File: config.mk
export PLATFORM = sky130hd
export DESIGN_NAME = dpe_demultiplexer
export DESIGN_NICKNAME = d
export VERILOG_FILES = /design/src/rtl/dpe_demultiplexer.sv
export SDC_FILE = /design/constraint.sdc
export NUM_CORES = 1
export LEC_CHECK = 0
export CAP_MARGIN = 40
export CORE_MARGIN = 2
export CORE_UTILIZATION = 25
export CTS_CLUSTER_DIAMETER = 150
export DETAILED_ROUTE_END_ITERATION = 16
export PLACE_DENSITY = 0.44
export SYNTH_ARGS = -nofsm -noshare
export SYNTH_HDL_FRONTEND = slang
export SYNTH_SLANG_ARGS = --single-unit
File: constraint.sdc
create_clock -name sys_clk -period 23 [get_ports sys_clk]
set_clock_uncertainty 0.15 [all_clocks]
set_input_delay 3.45 -clock sys_clk [delete_from_list [all_inputs] [get_ports sys_clk]]
set_output_delay 3.45 -clock sys_clk [all_outputs]
set_load 0.03 [all_outputs]
File: src/rtl/dpe_demultiplexer.sv
// Packet router at the DPE egress: steers whole AXI-Stream packets to CPU or ETH_1..4 by the
// destination sampled on the first beat, drops unknown destinations, and buffers each port in a 2-entry skid.
module dpe_demultiplexer #(
    parameter int DATA_WIDTH = 128,
    parameter int DROP_CNT_W = 16
) (
    input  logic                    sys_clk,
    input  logic                    sys_rst_n,
    input  logic                    pause,
    output logic                    is_idle,
    output logic [DROP_CNT_W-1:0]   drop_cnt,

    input  logic [DATA_WIDTH-1:0]   from_dpe_tdata,
    input  logic [DATA_WIDTH/8-1:0] from_dpe_tkeep,
    input  logic                    from_dpe_tlast,
    input  logic                    from_dpe_tuser_bypass_all,
    input  logic                    from_dpe_tuser_bypass_stage,
    input  logic [2:0]              from_dpe_tuser_src,
    input  logic [2:0]              from_dpe_tuser_dst,
    input  logic                    from_dpe_tvalid,
    output logic                    from_dpe_tready,

    output logic [DATA_WIDTH-1:0]   to_cpu_tdata,
    output logic [DATA_WIDTH/8-1:0] to_cpu_tkeep,
    output logic                    to_cpu_tlast,
    output logic                    to_cpu_tuser_bypass_all,
    output logic                    to_cpu_tuser_bypass_stage,
    output logic [2:0]              to_cpu_tuser_src,
    output logic [2:0]              to_cpu_tuser_dst,
    output logic                    to_cpu_tvalid,
    input  logic                    to_cpu_tready,

    output logic [DATA_WIDTH-1:0]   to_eth_1_tdata,
    output logic [DATA_WIDTH/8-1:0] to_eth_1_tkeep,
    output logic                    to_eth_1_tlast,
    output logic                    to_eth_1_tuser_bypass_all,
    output logic                    to_eth_1_tuser_bypass_stage,
    output logic [2:0]              to_eth_1_tuser_src,
    output logic [2:0]              to_eth_1_tuser_dst,
    output logic                    to_eth_1_tvalid,
    input  logic                    to_eth_1_tready,

    output logic [DATA_WIDTH-1:0]   to_eth_2_tdata,
    output logic [DATA_WIDTH/8-1:0] to_eth_2_tkeep,
    output logic                    to_eth_2_tlast,
    output logic                    to_eth_2_tuser_bypass_all,
    output logic                    to_eth_2_tuser_bypass_stage,
    output logic [2:0]              to_eth_2_tuser_src,
    output logic [2:0]              to_eth_2_tuser_dst,
    output logic                    to_eth_2_tvalid,
    input  logic                    to_eth_2_tready,

    output logic [DATA_WIDTH-1:0]   to_eth_3_tdata,
    output logic [DATA_WIDTH/8-1:0] to_eth_3_tkeep,
    output logic                    to_eth_3_tlast,
    output logic                    to_eth_3_tuser_bypass_all,
    output logic                    to_eth_3_tuser_bypass_stage,
    output logic [2:0]              to_eth_3_tuser_src,
    output logic [2:0]              to_eth_3_tuser_dst,
    output logic                    to_eth_3_tvalid,
    input  logic                    to_eth_3_tready,

    output logic [DATA_WIDTH-1:0]   to_eth_4_tdata,
    output logic [DATA_WIDTH/8-1:0] to_eth_4_tkeep,
    output logic                    to_eth_4_tlast,
    output logic                    to_eth_4_tuser_bypass_all,
    output logic                    to_eth_4_tuser_bypass_stage,
    output logic [2:0]              to_eth_4_tuser_src,
    output logic [2:0]              to_eth_4_tuser_dst,
    output logic                    to_eth_4_tvalid,
    input  logic                    to_eth_4_tready
);

    localparam int NPORT = 5;
    localparam int PW    = DATA_WIDTH + DATA_WIDTH/8 + 9;

    localparam logic [2:0] DPE_ADDR_CPU   = 3'd0;
    localparam logic [2:0] DPE_ADDR_ETH_1 = 3'd1;
    localparam logic [2:0] DPE_ADDR_ETH_2 = 3'd2;
    localparam logic [2:0] DPE_ADDR_ETH_3 = 3'd3;
    localparam logic [2:0] DPE_ADDR_ETH_4 = 3'd4;

    typedef enum logic [1:0] {ST_IDLE, ST_SOP, ST_FWD, ST_DROP} state_t;

    state_t             state_q, state_d;
    logic [NPORT-1:0]   port_q, port_d;
    logic [NPORT-1:0]   dec_oh;
    logic               dec_valid;
    logic [NPORT-1:0]   push;
    logic [NPORT-1:0]   port_ready;
    logic [NPORT-1:0]   m_valid;
    logic [NPORT-1:0]   m_tready;
    logic [PW-1:0]      m_payload [NPORT];
    logic [PW-1:0]      in_payload;
    logic               drop_inc;

    assign in_payload = {from_dpe_tdata, from_dpe_tkeep, from_dpe_tlast, from_dpe_tuser_bypass_all,
                         from_dpe_tuser_bypass_stage, from_dpe_tuser_src, from_dpe_tuser_dst};
    assign m_tready   = {to_eth_4_tready, to_eth_3_tready, to_eth_2_tready, to_eth_1_tready, to_cpu_tready};

    always_comb begin
        dec_oh = '0;
        case (from_dpe_tuser_dst)
            DPE_ADDR_CPU:   dec_oh = 5'b00001;
            DPE_ADDR_ETH_1: dec_oh = 5'b00010;
            DPE_ADDR_ETH_2: dec_oh = 5'b00100;
            DPE_ADDR_ETH_3: dec_oh = 5'b01000;
            DPE_ADDR_ETH_4: dec_oh = 5'b10000;
            default:        dec_oh = '0;
        endcase
    end
    assign dec_valid = |dec_oh;

    always_ff @(posedge sys_clk or negedge sys_rst_n) begin
        if (!sys_rst_n) begin
            state_q  <= ST_IDLE;
            port_q   <= '0;
            drop_cnt <= '0;
        end else begin
            state_q <= state_d;
            port_q  <= port_d;
            if (drop_inc && (drop_cnt != '1))
                drop_cnt <= drop_cnt + 1'b1;
        end
    end

    // A single-beat packet to an unknown destination is counted straight from SOP.
    always_comb begin
        state_d         = state_q;
        port_d          = port_q;
        from_dpe_tready = 1'b0;
        push            = '0;
        drop_inc        = 1'b0;
        case (state_q)
            ST_IDLE: begin
                if (!pause)
                    state_d = ST_SOP;
            end
            ST_SOP: begin
                from_dpe_tready = dec_valid ? |(dec_oh & port_ready) : 1'b1;
                if (from_dpe_tvalid && from_dpe_tready) begin
                    port_d = dec_oh;
                    push   = dec_oh;
                    if (from_dpe_tlast) begin
                        drop_inc = !dec_valid;
                        state_d  = pause ? ST_IDLE : ST_SOP;
                    end else begin
                        state_d  = dec_valid ? ST_FWD : ST_DROP;
                    end
                end else if (pause) begin
                    state_d = ST_IDLE;
                end
            end
            ST_FWD: begin
                from_dpe_tready = |(port_q & port_ready);
                if (from_dpe_tvalid && from_dpe_tready) begin
                    push = port_q;
                    if (from_dpe_tlast)
                        state_d = pause ? ST_IDLE : ST_SOP;
                end
            end
            ST_DROP: begin
                from_dpe_tready = 1'b1;
                if (from_dpe_tvalid && from_dpe_tlast) begin
                    drop_inc = 1'b1;
                    state_d  = pause ? ST_IDLE : ST_SOP;
                end
            end
            default: state_d = ST_IDLE;
        endcase
    end

    // slot0 always holds the head beat; slot1 only fills when the port stalls with one beat waiting.
    for (genvar p = 0; p < NPORT; p++) begin : g_skid
        logic [PW-1:0] slot0, slot1;
        logic [1:0]    occ;
        logic          rdy;
        logic          pop;

        assign pop = (occ != 2'd0) && m_tready[p];

        always_ff @(posedge sys_clk or negedge sys_rst_n) begin
            if (!sys_rst_n) begin
                occ <= 2'd0;
                rdy <= 1'b1;
            end else if (push[p] && !pop) begin
                occ <= occ + 2'd1;
                rdy <= (occ == 2'd0);
            end else if (pop && !push[p]) begin
                occ <= occ - 2'd1;
                rdy <= 1'b1;
            end
        end

        always_ff @(posedge sys_clk) begin
            if (pop && (occ == 2'd2))
                slot0 <= slot1;
            else if (push[p] && ((occ == 2'd0) || pop))
                slot0 <= in_payload;
            if (push[p] && (occ == 2'd1) && !pop)
                slot1 <= in_payload;
        end

        assign port_ready[p] = rdy;
        assign m_valid[p]    = (occ != 2'd0);
        assign m_payload[p]  = slot0;
    end

    assign {to_cpu_tdata, to_cpu_tkeep, to_cpu_tlast, to_cpu_tuser_bypass_all,
            to_cpu_tuser_bypass_stage, to_cpu_tuser_src, to_cpu_tuser_dst} = m_payload[0];
    assign {to_eth_1_tdata, to_eth_1_tkeep, to_eth_1_tlast, to_eth_1_tuser_bypass_all,
            to_eth_1_tuser_bypass_stage, to_eth_1_tuser_src, to_eth_1_tuser_dst} = m_payload[1];
    assign {to_eth_2_tdata, to_eth_2_tkeep, to_eth_2_tlast, to_eth_2_tuser_bypass_all,
            to_eth_2_tuser_bypass_stage, to_eth_2_tuser_src, to_eth_2_tuser_dst} = m_payload[2];
    assign {to_eth_3_tdata, to_eth_3_tkeep, to_eth_3_tlast, to_eth_3_tuser_bypass_all,
            to_eth_3_tuser_bypass_stage, to_eth_3_tuser_src, to_eth_3_tuser_dst} = m_payload[3];
    assign {to_eth_4_tdata, to_eth_4_tkeep, to_eth_4_tlast, to_eth_4_tuser_bypass_all,
            to_eth_4_tuser_bypass_stage, to_eth_4_tuser_src, to_eth_4_tuser_dst} = m_payload[4];

    assign to_cpu_tvalid   = m_valid[0];
    assign to_eth_1_tvalid = m_valid[1];
    assign to_eth_2_tvalid = m_valid[2];
    assign to_eth_3_tvalid = m_valid[3];
    assign to_eth_4_tvalid = m_valid[4];

    assign is_idle = (state_q == ST_IDLE) && (m_valid == '0);

endmodule

==> results of run 1 <==
-- synth_stat cells, types with 2 or more instances --
cell type     n  share of area [%]
a21o_1       11               0.14
a21oi_1      13               0.11
a31oi_1       2              0.022
and3_1        9              0.098
buf_2        86               0.75
clkbuf_1      3              0.020
dfrtp_1      33                1.4
dfstp_2       5               0.23
edfxtp_1   1530                 80
ha_1         25               0.54
inv_1        24               0.16
inv_2         5              0.033
mux2_1      768                 15
mux2i_1       2              0.035
nand2_1      32               0.21
nand3_1      13               0.11
nand4_1       7              0.076
nor2_1       16               0.10
nor3_1        3              0.026
nor3b_1       5              0.065
o21ai_0       7              0.061
xnor2_1      16               0.24
xor2_1        8               0.12
-- power breakdown --
| group | switching (mW) | internal (mW) | total, mW |
|---|---|---|---|
| Clock | 1.20 | 1.67 | 2.87 |
| Sequential | 0.0793 | 3.43 | 3.51 |
| Combinational | 0.921 | 0.511 | 1.43 |
| Total | 2.20 | 5.60 | 7.80 |
-- routing by layer --
metal / vias to the layer above / share of wire [%]
li1: 12760 / -
met1: 15120 / 43
met2: 956 / 45
met3: 224 / 10
met4: 12 / 1.7
met5: - / 0.044
-- worst max-delay path: stages --
cell and delay, ps:
clkdlybuf4s50_1 880, nor2_1 160, a22oi_2 270, nand3_1 130, a21oi_1 310, clkdlybuf4s50_1 760
-- cell families (layout without fill, tap and decap cells) --
kind of cell / after synthesis / count (layout) / synth area share (%)
AOI/OAI and AO/OA: 41 / 41 / 0.5121
muxes: 771 / 771 / 15.12
and+or+nand+nor: 91 / 91 / 0.8063
other: 0 / 5 / 0
adders and majority gates: 25 / 25 / 0.5448
DFF: 1568 / 1568 / 81.68
xor gates and xnor gates: 24 / 24 / 0.3661
buffers and inverters: 119 / 1383 / 0.9719
-- cell type report --
cell class                 instances  area [um2]
fill                           21480      150700
sequential                      1568       46900
timing repair buffer            1021       10450
multi-input combinational        952       10120
clock buffer                     221        4761
tap                             3009        3765
clock inverter                   112        1129
inverter                          29       108.9
antenna                            5       12.51
-- flip-flops by register name, summed over array words and instances (netlist names) --
name,count
drop_cnt,16
g_skid.occ,10
g_skid.rdy,5
g_skid.slot0,765
g_skid.slot1,765
port_q,5
state_q,2
-- metrics by stage --
stage	power (mW)	area (um2)	instances	worst slack [ps]	hold slack (ps)
floorplan	4.370	57420	2639	10600	302.8
CTS	7.951	77230	6912	13370	331.4
global placement	5.011	70820	6558	13350	334.8
global route	8.119	77230	6913	13290	356.5
detailed placement	5.038	71340	6579	13370	330.1
finish	7.804	77240	6917	13430	334.8
-- worst max-delay path by stage --
stage / from / endpoint / slack, ps / cells past startpoint
floorplan: from_dpe_tuser_dst[1] / g_skid[4].slot0[0] / 10600 / 6
global placement: from_dpe_tuser_dst[1] / from_dpe_tready / 13350 / 6
detailed placement: from_dpe_tuser_dst[1] / from_dpe_tready / 13370 / 6
CTS: from_dpe_tuser_dst[0] / from_dpe_tready / 13370 / 6
global route: from_dpe_tuser_dst[1] / from_dpe_tready / 13290 / 6
finish: from_dpe_tuser_dst[0] / from_dpe_tready / 13430 / 6
==> summary.md, run 1 <==
| Metric | Value |
|---|---|
| TritonRoute pass-1 iters | `5` |
| Nets | `3,938` |
| WHS Endpoint | `g_skid[1].rdy` |
| Hold Path Class | `reg -> reg` |
| Primary FF master, synth | `edfxtp_1` |
| Fin util | `33.89%` |
| Number of global-route vias before repair | `29.54k` |
| Die W | `483.2 um` |
| Final Hold Viols | `0` |
| Share of cells above drive strength 1 | `9.172%` |
| Hold buffer count at CTS | `0` |
| Post-CTS setup buffers | `0` |
| Met1 usage | `19.30%` |
| Resize count post-CTS | `0` |
| Yosys warns | `0` |
| Post-Synthesis Net Count | `2,826` |
| Startpoint Class | `input port` |
| Vias | `29.07k` |
| CTS buffer count | `179` |
| PD cells | `101.0 nW/um2` |
| Crit end category | `primary output` |
| Reg clk slew, reported paths | `60 ps` |
| Number of flops mapped to enable cells by yosys | `1,530` |
| Core box area | `227,900 um2` |
| Worst-Margin Slew | `1383 ps` |
| Seq cells post-synth | `1,568` |
| Leak | `25.38 nW` |
| Row Count | `175` |
| Data arrival, critical path | `5970 ps` |
| Die area | `233,500 um2` |
| M3 GR Usage | `7.246%` |
| CTS sink cnt | `1,568` |
| R2r endpoint | `g_skid[4].slot1[48]` |
| Slew margin rel. | `7.815%` |
| Gate Count Post-Synth | `2,639` |
| Final ANT Viol Nets | `0` |
| Total grt overflow | `0` |
| CP Class | `in -> out` |
| Total negative slack | `0 ps` |
| Gr busiest metal | `met2` |
| Syn avg cell area | `21.76 um2` |
| Worst EP required | `19,400 ps` |
| Placer's final routability congestion estimate | `0.7438` |
| Tmin final | `9570 ps` |
| Largest net degree at the start of global routing | `100` |
| Reg2Reg Depth | `10` |
| Root buf cell | `clkbuf_16` |
| VDD IR max | `61.76 uV` |
| Tcrit/Tclk final | `41.61%` |
| Worst-Skew Late Latency | `820 ps` |
| Most common cell after layout, fill and taps aside | `edfxtp_1` |
| Vias/cell | `4.203` |
| Status | `complete, no violations` |
| RSZ-0062 raised after global routing | `false` |
| WL/cell | `26.17 um` |
| Met2 usage | `23.34%` |
| DP Wirelength | `119,700 um` |
| Hold_sp | `g_skid[1].rdy` |
| Initial Util | `25.19%` |
| Initial antenna violation count | `15` |
| Port buffer count | `949` |
| Slew Viols, Final | `0` |
| Critical R2R Launch | `state_q[1]` |
| DRT Wirelength | `181,000 um` |
| Post-Synthesis Cell Area | `57,420 um2` |
| Synth-to-Final Area Change | `34.52%` |
| Max Root-Sink Buffers | `3` |
| GR Util All Layers | `15.17%` |
| Endpoints failing setup | `0` |
| Fmax | `0.1045 GHz` |
| Iter 0 DRT Violations | `2,069` |
| Remaining DRCs | `0` |
| Async set or reset register ratio after synthesis | `2.423%` |
| Die outline height | `483.2 um` |
| Synth unique cells | `39` |
| Crit path max fanout | `16` |
| Hold depth | `2` |
| Max-cap violations | `0` |
| Flop2flop setup slack | `18,720 ps` |
| First-pass GRT wire length | `251,200 um` |
| IO Count | `950` |
| Most frequent cells in the layout | `edfxtp_1, clkdlybuf4s50_1, mux2_1` |
| TritonCTS clock tree | `done` |
| Htree depth | `4` |
| Post-synthesis sequential area ratio | `81.68%` |
No activity file was read; power rests on OpenSTA's default activity.
==> run 2: changes to the inputs <==
- PLACE_DENSITY: 0.44 -> 0.45
- clock period: 23 -> 8.55 ns (I/O delays scaled with it)
==> run 2 against run 1 <==
Against the previous run:
- die area unchanged
- worst setup slack got worse by 10000 ps
- clock-buffer cell count increased by 17
==> summary.md, run 2 (synthesis results as in run 1) <==
| Metric | Value |
|---|---|
| Status | `complete, no violations` |
| Remaining DRCs | `0` |
| First-pass GRT wire length | `243,600 um` |
| Reg2Reg Depth | `8` |
| Startpoint Class | `input port` |
| Share of cells above drive strength 1 | `8.260%` |
| Critical R2R Launch | `state_q[0]` |
| Critical-path cell list | `clkdlybuf4s50_1 > nor2_1 > a22oi_2 > nand3_1 > a21oi_1 > clkdlybuf4s50_1` |
| Vias | `29.08k` |
| DRT Wirelength | `172,400 um` |
| Hold Path Class | `in -> async` |
| R2r endpoint | `g_skid[0].slot0[127]` |
| PD cells | `267.8 nW/um2` |
| Final ANT Viol Nets | `0` |
| CTS sink cnt | `1,568` |
| CP max stage cell | `clkdlybuf4s50_1` |
| Initial antenna violation count | `2` |
| RSZ-0062 raised after global routing | `false` |
| Die area | `233,500 um2` |
| Nets | `3,918` |
| Fin util | `33.62%` |
| Hold buffer count at CTS | `0` |
| Iter 0 DRT Violations | `1,881` |
| Row Count | `175` |
| Final WS setup | `3352 ps` |
| WL/cell | `25.04 um` |
| VDD IR max | `190.4 uV` |
| Total grt overflow | `0` |
| Tmin final | `5198 ps` |
| Worst-Skew Late Latency | `800 ps` |
| Worst EP required | `7120 ps` |
| Design Power | `20.52 mW` |
| Data arrival, critical path | `3770 ps` |
| GR Util All Layers | `14.43%` |
| Root buf cell | `clkbuf_16` |
| Vias/cell | `4.225` |
| Max-cap violations | `0` |
| Resize count post-CTS | `0` |
| Most frequent cells in the layout | `edfxtp_1, clkdlybuf4s50_1, mux2_1` |
| Reg clk slew, reported paths | `50 ps` |
| TritonRoute pass-1 iters | `6` |
| Worst-Margin Slew | `1251 ps` |
| Slowest stage delay, CP | `960 ps` |
| Total negative slack | `0 ps` |
| Crit path max fanout | `16` |
| Leak | `25.07 nW` |
| Tcrit/Tclk final | `60.80%` |
| Htree depth | `4` |
| Crit-path most repeated cell | `clkdlybuf4s50_1` |
| Initial Util | `25.19%` |
| Endpoints failing setup | `0` |
| Synth-to-Final Area Change | `33.46%` |
| Hold WS | `235.0 ps` |
| Placement Setup Slack | `3347 ps` |
| Post-CTS setup buffers | `0` |
| Slew Viols, Final | `0` |
| IO Count | `950` |
| TritonCTS clock tree | `done` |
| Core box area | `227,900 um2` |
| Crit end category | `primary output` |
| DP Wirelength | `110,700 um` |
| Flop2flop setup slack | `4940 ps` |
| Leading registers by flop count | `g_skid.slot0 x765, g_skid.slot1 x765, drop_cnt x16` |
| Most common cell after layout, fill and taps aside | `edfxtp_1` |
| Port buffer count | `949` |
| Die W | `483.2 um` |
| Slew margin rel. | `16.57%` |
| Placer's final routability congestion estimate | `0.7551` |
| Fmax | `0.1924 GHz` |
| Max Root-Sink Buffers | `3` |
| Setup crit start | `from_dpe_tuser_dst[2]` |
| Final Hold Viols | `0` |
| Die outline height | `483.2 um` |
| CTS buffer count | `180` |
| CP Class | `in -> out` |
| Number of global-route vias before repair | `29.50k` |
| Largest net degree at the start of global routing | `95` |
run 2: cell count changes in the layout (fill, tap and decap cells not counted), sizes merged:
cell,change
clkinv,-9
clkinvlp,-6
diode,-4
buf,-21
clkbuf,+17
bufinv,-10
run 2: where the power goes:
part           leakage [nW]  switching (mW)  internal (mW)
clock network          2.70            3.14           4.18
logic                  8.08            2.37           1.35
registers              14.3           0.255           9.23
total                  25.1            5.76           14.8
run 2: area by class of cell:
cell class | count | area (um2)
fill | 21560 | 151300
sequential | 1568 | 46900
timing repair buffer | 1000 | 10160
multi-input combinational | 952 | 10120
clock buffer | 238 | 4816
tap | 3009 | 3765
clock inverter | 87 | 757.0
inverter | 29 | 108.9
antenna | 1 | 2.502
run 2: worst max-delay path by stage:
stage	slack (ps)	end
final	3350	from_dpe_tready
after global routing	3220	from_dpe_tready
after CTS	3340	from_dpe_tready
after detailed placement	3350	from_dpe_tready
after global placement	3330	from_dpe_tready
after floorplan	1450	g_skid[4].slot0[0]
run 2: critical path, delay by kind of cell:
family / cells / cell delay [ps]
AOI/OAI and AO/OA: 2 / 490
buffers and inverters: 2 / 1680
and+or+nand+nor: 2 / 300
run 2: through the flow:
| stage | instance area [um2] | std cells |
|---|---|---|
| 2_1_floorplan | 57450 | 2639 |
| 3_3_place_gp | 70900 | 6552 |
| 3_5_place_dp | 71030 | 6557 |
| 4_1_cts | 76600 | 6882 |
| 5_1_grt | 76630 | 6884 |
| 6_report | 76630 | 6884 |
run 2: per-layer routing:
layer / GRT usage [%] / vias to the layer above / part of all wire, %
met3: 3.773 / 214 / 5.7
met5: 0 / - / 0.0093
met1: 19.75 / 15290 / 46
met2: 22.57 / 891 / 46
met4: 3.878 / 2 / 2.3
li1: - / 12690 / -
==> run 3: changes to the inputs <==
- PLACE_DENSITY: 0.45 -> 0.44
- clock period: 8.55 -> 4.8 ns (I/O delays scaled with it)
==> run 3 against run 2 <==
Against the previous run:
- clock power grew 75%
- routed wire length grew 4.3%
- largest power group unchanged
- largest cell class unchanged
- worst setup slack lost 2500 ps
- global-route usage grew 0.58 points
- cell area grew 0.17%
- sequential share of layout area shrank 0.10 points
- non-clock buffer count grew 14
- core utilization grew 0.056 points
- clock-buffer cell count shrank 15
- combinational power grew 81%
==> summary.md, run 3 (synthesis results as in run 1) <==
| Metric | Value |
|---|---|
| Design Power | `36.46 mW` |
| Finished Cell Area | `76,760 um2` |
| Endpoints failing setup | `0` |
| TritonRoute pass-1 iters | `5` |
| Placed cell area | `71,270 um2` |
| Die W | `483.2 um` |
| Core box area | `227,900 um2` |
| Vias/cell | `4.242` |
| Final ANT Viol Nets | `0` |
| CTS buffer count | `178` |
| Slew margin rel. | `32.23%` |
| Synth-to-Final Area Change | `33.68%` |
| Max Root-Sink Buffers | `3` |
| Worst-Skew Late Latency | `800 ps` |
| VDD IR max | `287.7 uV` |
| Initial Util | `25.19%` |
| GR Util All Layers | `15.01%` |
| Most common cell after layout, fill and taps aside | `edfxtp_1` |
| Initial antenna violation count | `14` |
| Number of global-route vias before repair | `29.76k` |
| Worst EP required | `3930 ps` |
| Slew Viols, Final | `0` |
| Iter 0 DRT Violations | `2,020` |
| Row Count | `175` |
| Tmin final | `3921 ps` |
| Total negative slack | `0 ps` |
| Reg clk slew, reported paths | `60 ps` |
| Vias | `29.29k` |
| Leak | `25.13 nW` |
| TritonCTS clock tree | `done` |
| IO Count | `950` |
| Max-cap violations | `0` |
| Reg2Reg Depth | `9` |
| Die outline height | `483.2 um` |
| Critical R2R Launch | `state_q[0]` |
| Final Hold Viols | `0` |
| Remaining DRCs | `0` |
| Share of cells above drive strength 1 | `8.654%` |
| Flop2flop setup slack | `1690 ps` |
| CP Class | `in -> out` |
| RSZ-0062 raised after global routing | `false` |
| Hold Path Class | `in -> async` |
| Die area | `233,500 um2` |
| WL/cell | `26.04 um` |
| Port buffer count | `949` |
| Htree depth | `4` |
| Status | `complete, no violations` |
| Root buf cell | `clkbuf_16` |
| Setup crit start | `from_dpe_tuser_dst[0]` |
| Total grt overflow | `0` |
| First-pass GRT wire length | `249,700 um` |
| Placer's final routability congestion estimate | `0.7552` |
| Tcrit/Tclk final | `81.69%` |
| Worst-Margin Slew | `1017 ps` |
| Leading registers by flop count | `g_skid.slot0 x765, g_skid.slot1 x765, drop_cnt x16` |
| Most frequent cells in the layout | `edfxtp_1, clkdlybuf4s50_1, mux2_1` |
| Fmax | `0.2550 GHz` |
| DP Wirelength | `117,000 um` |
| R2r endpoint | `g_skid[0].slot0[58]` |
| Resize count post-CTS | `0` |
| Crit path capture | `from_dpe_tready` |
| Largest net degree at the start of global routing | `118` |
| Startpoint Class | `input port` |
| DRT Wirelength | `179,800 um` |
| Crit end category | `primary output` |
| Data arrival, critical path | `3050 ps` |
| Hold WS | `266.6 ps` |
| Nets | `3,930` |
| PD cells | `475.0 nW/um2` |
| Crit path max fanout | `7` |
| CTS sink cnt | `1,568` |
[run 3: changes by cell type in the layout (fill, tap and decap cells not counted), moves of 4 or more]
cell	change
clkbuf_1	-8
clkinv_2	+9
clkbuf_16	-4
buf_16	-4
buf_12	+16
clkinv_1	+10
inv_6	-4
[run 3: worst min-delay path by stage]
| stage | startpoint | cells after the start | to |
|---|---|---|---|
| after floorplan | sys_rst_n | 0 | drop_cnt[0] |
| after global placement | g_skid[1].rdy | 2 | g_skid[1].rdy |
| after detailed placement | g_skid[2].rdy | 2 | g_skid[2].rdy |
| after CTS | sys_rst_n | 2 | drop_cnt[6] |
| after global routing | sys_rst_n | 2 | drop_cnt[6] |
| final | sys_rst_n | 2 | drop_cnt[6] |
[run 3: metal layers]
metal  track usage (%)  part of all wire, %  vias up
li1                  -                    -    12730
met1             19.60                   44    15300
met2             23.29                   45     1046
met3             6.071                  9.1      210
met4             3.363                  1.9        4
met5                 0                0.013        -
[run 3: report_power, final]
part           total (mW)  switching, mW  internal, mW
Sequential           16.9          0.469          16.4
Combinational        6.72           4.29          2.43
Clock                12.8           5.67          7.17
[run 3: repair_timing]
item,in CTS,in global routing
buffers inserted,0,0
hold buffers,1,0
endpoints found under the hold margin,18,0
[run 3: area by class of cell]
type	instances	area [um2]
Antenna cell	2	5.005
Clock buffer	223	4644
Clock inverter	108	825.8
Fill cell	21660	151200
Inverter	29	108.9
Multi-Input combinational cell	952	10120
Sequential cell	1568	46900
Tap cell	3009	3765
Timing Repair Buffer	1014	10390
[run 3: worst max-delay path, stage by stage]
cell and delay (ps):
clkdlybuf4s50_1 620, nor2b_1 270, a22oi_2 230, nand3_1 110, a21oi_1 350, clkdlybuf4s50_1 760
[run 3: through the flow]
stage / std cells / setup WS (ps) / util, %
global placement: 6569 / 639.6 / 31.25
global route: 6903 / 747.0 / 33.67
CTS: 6903 / 816.4 / 33.67
detailed placement: 6571 / 831.6 / 31.27
finish: 6905 / 878.7 / 33.68
floorplan: 2639 / 103.6 / -
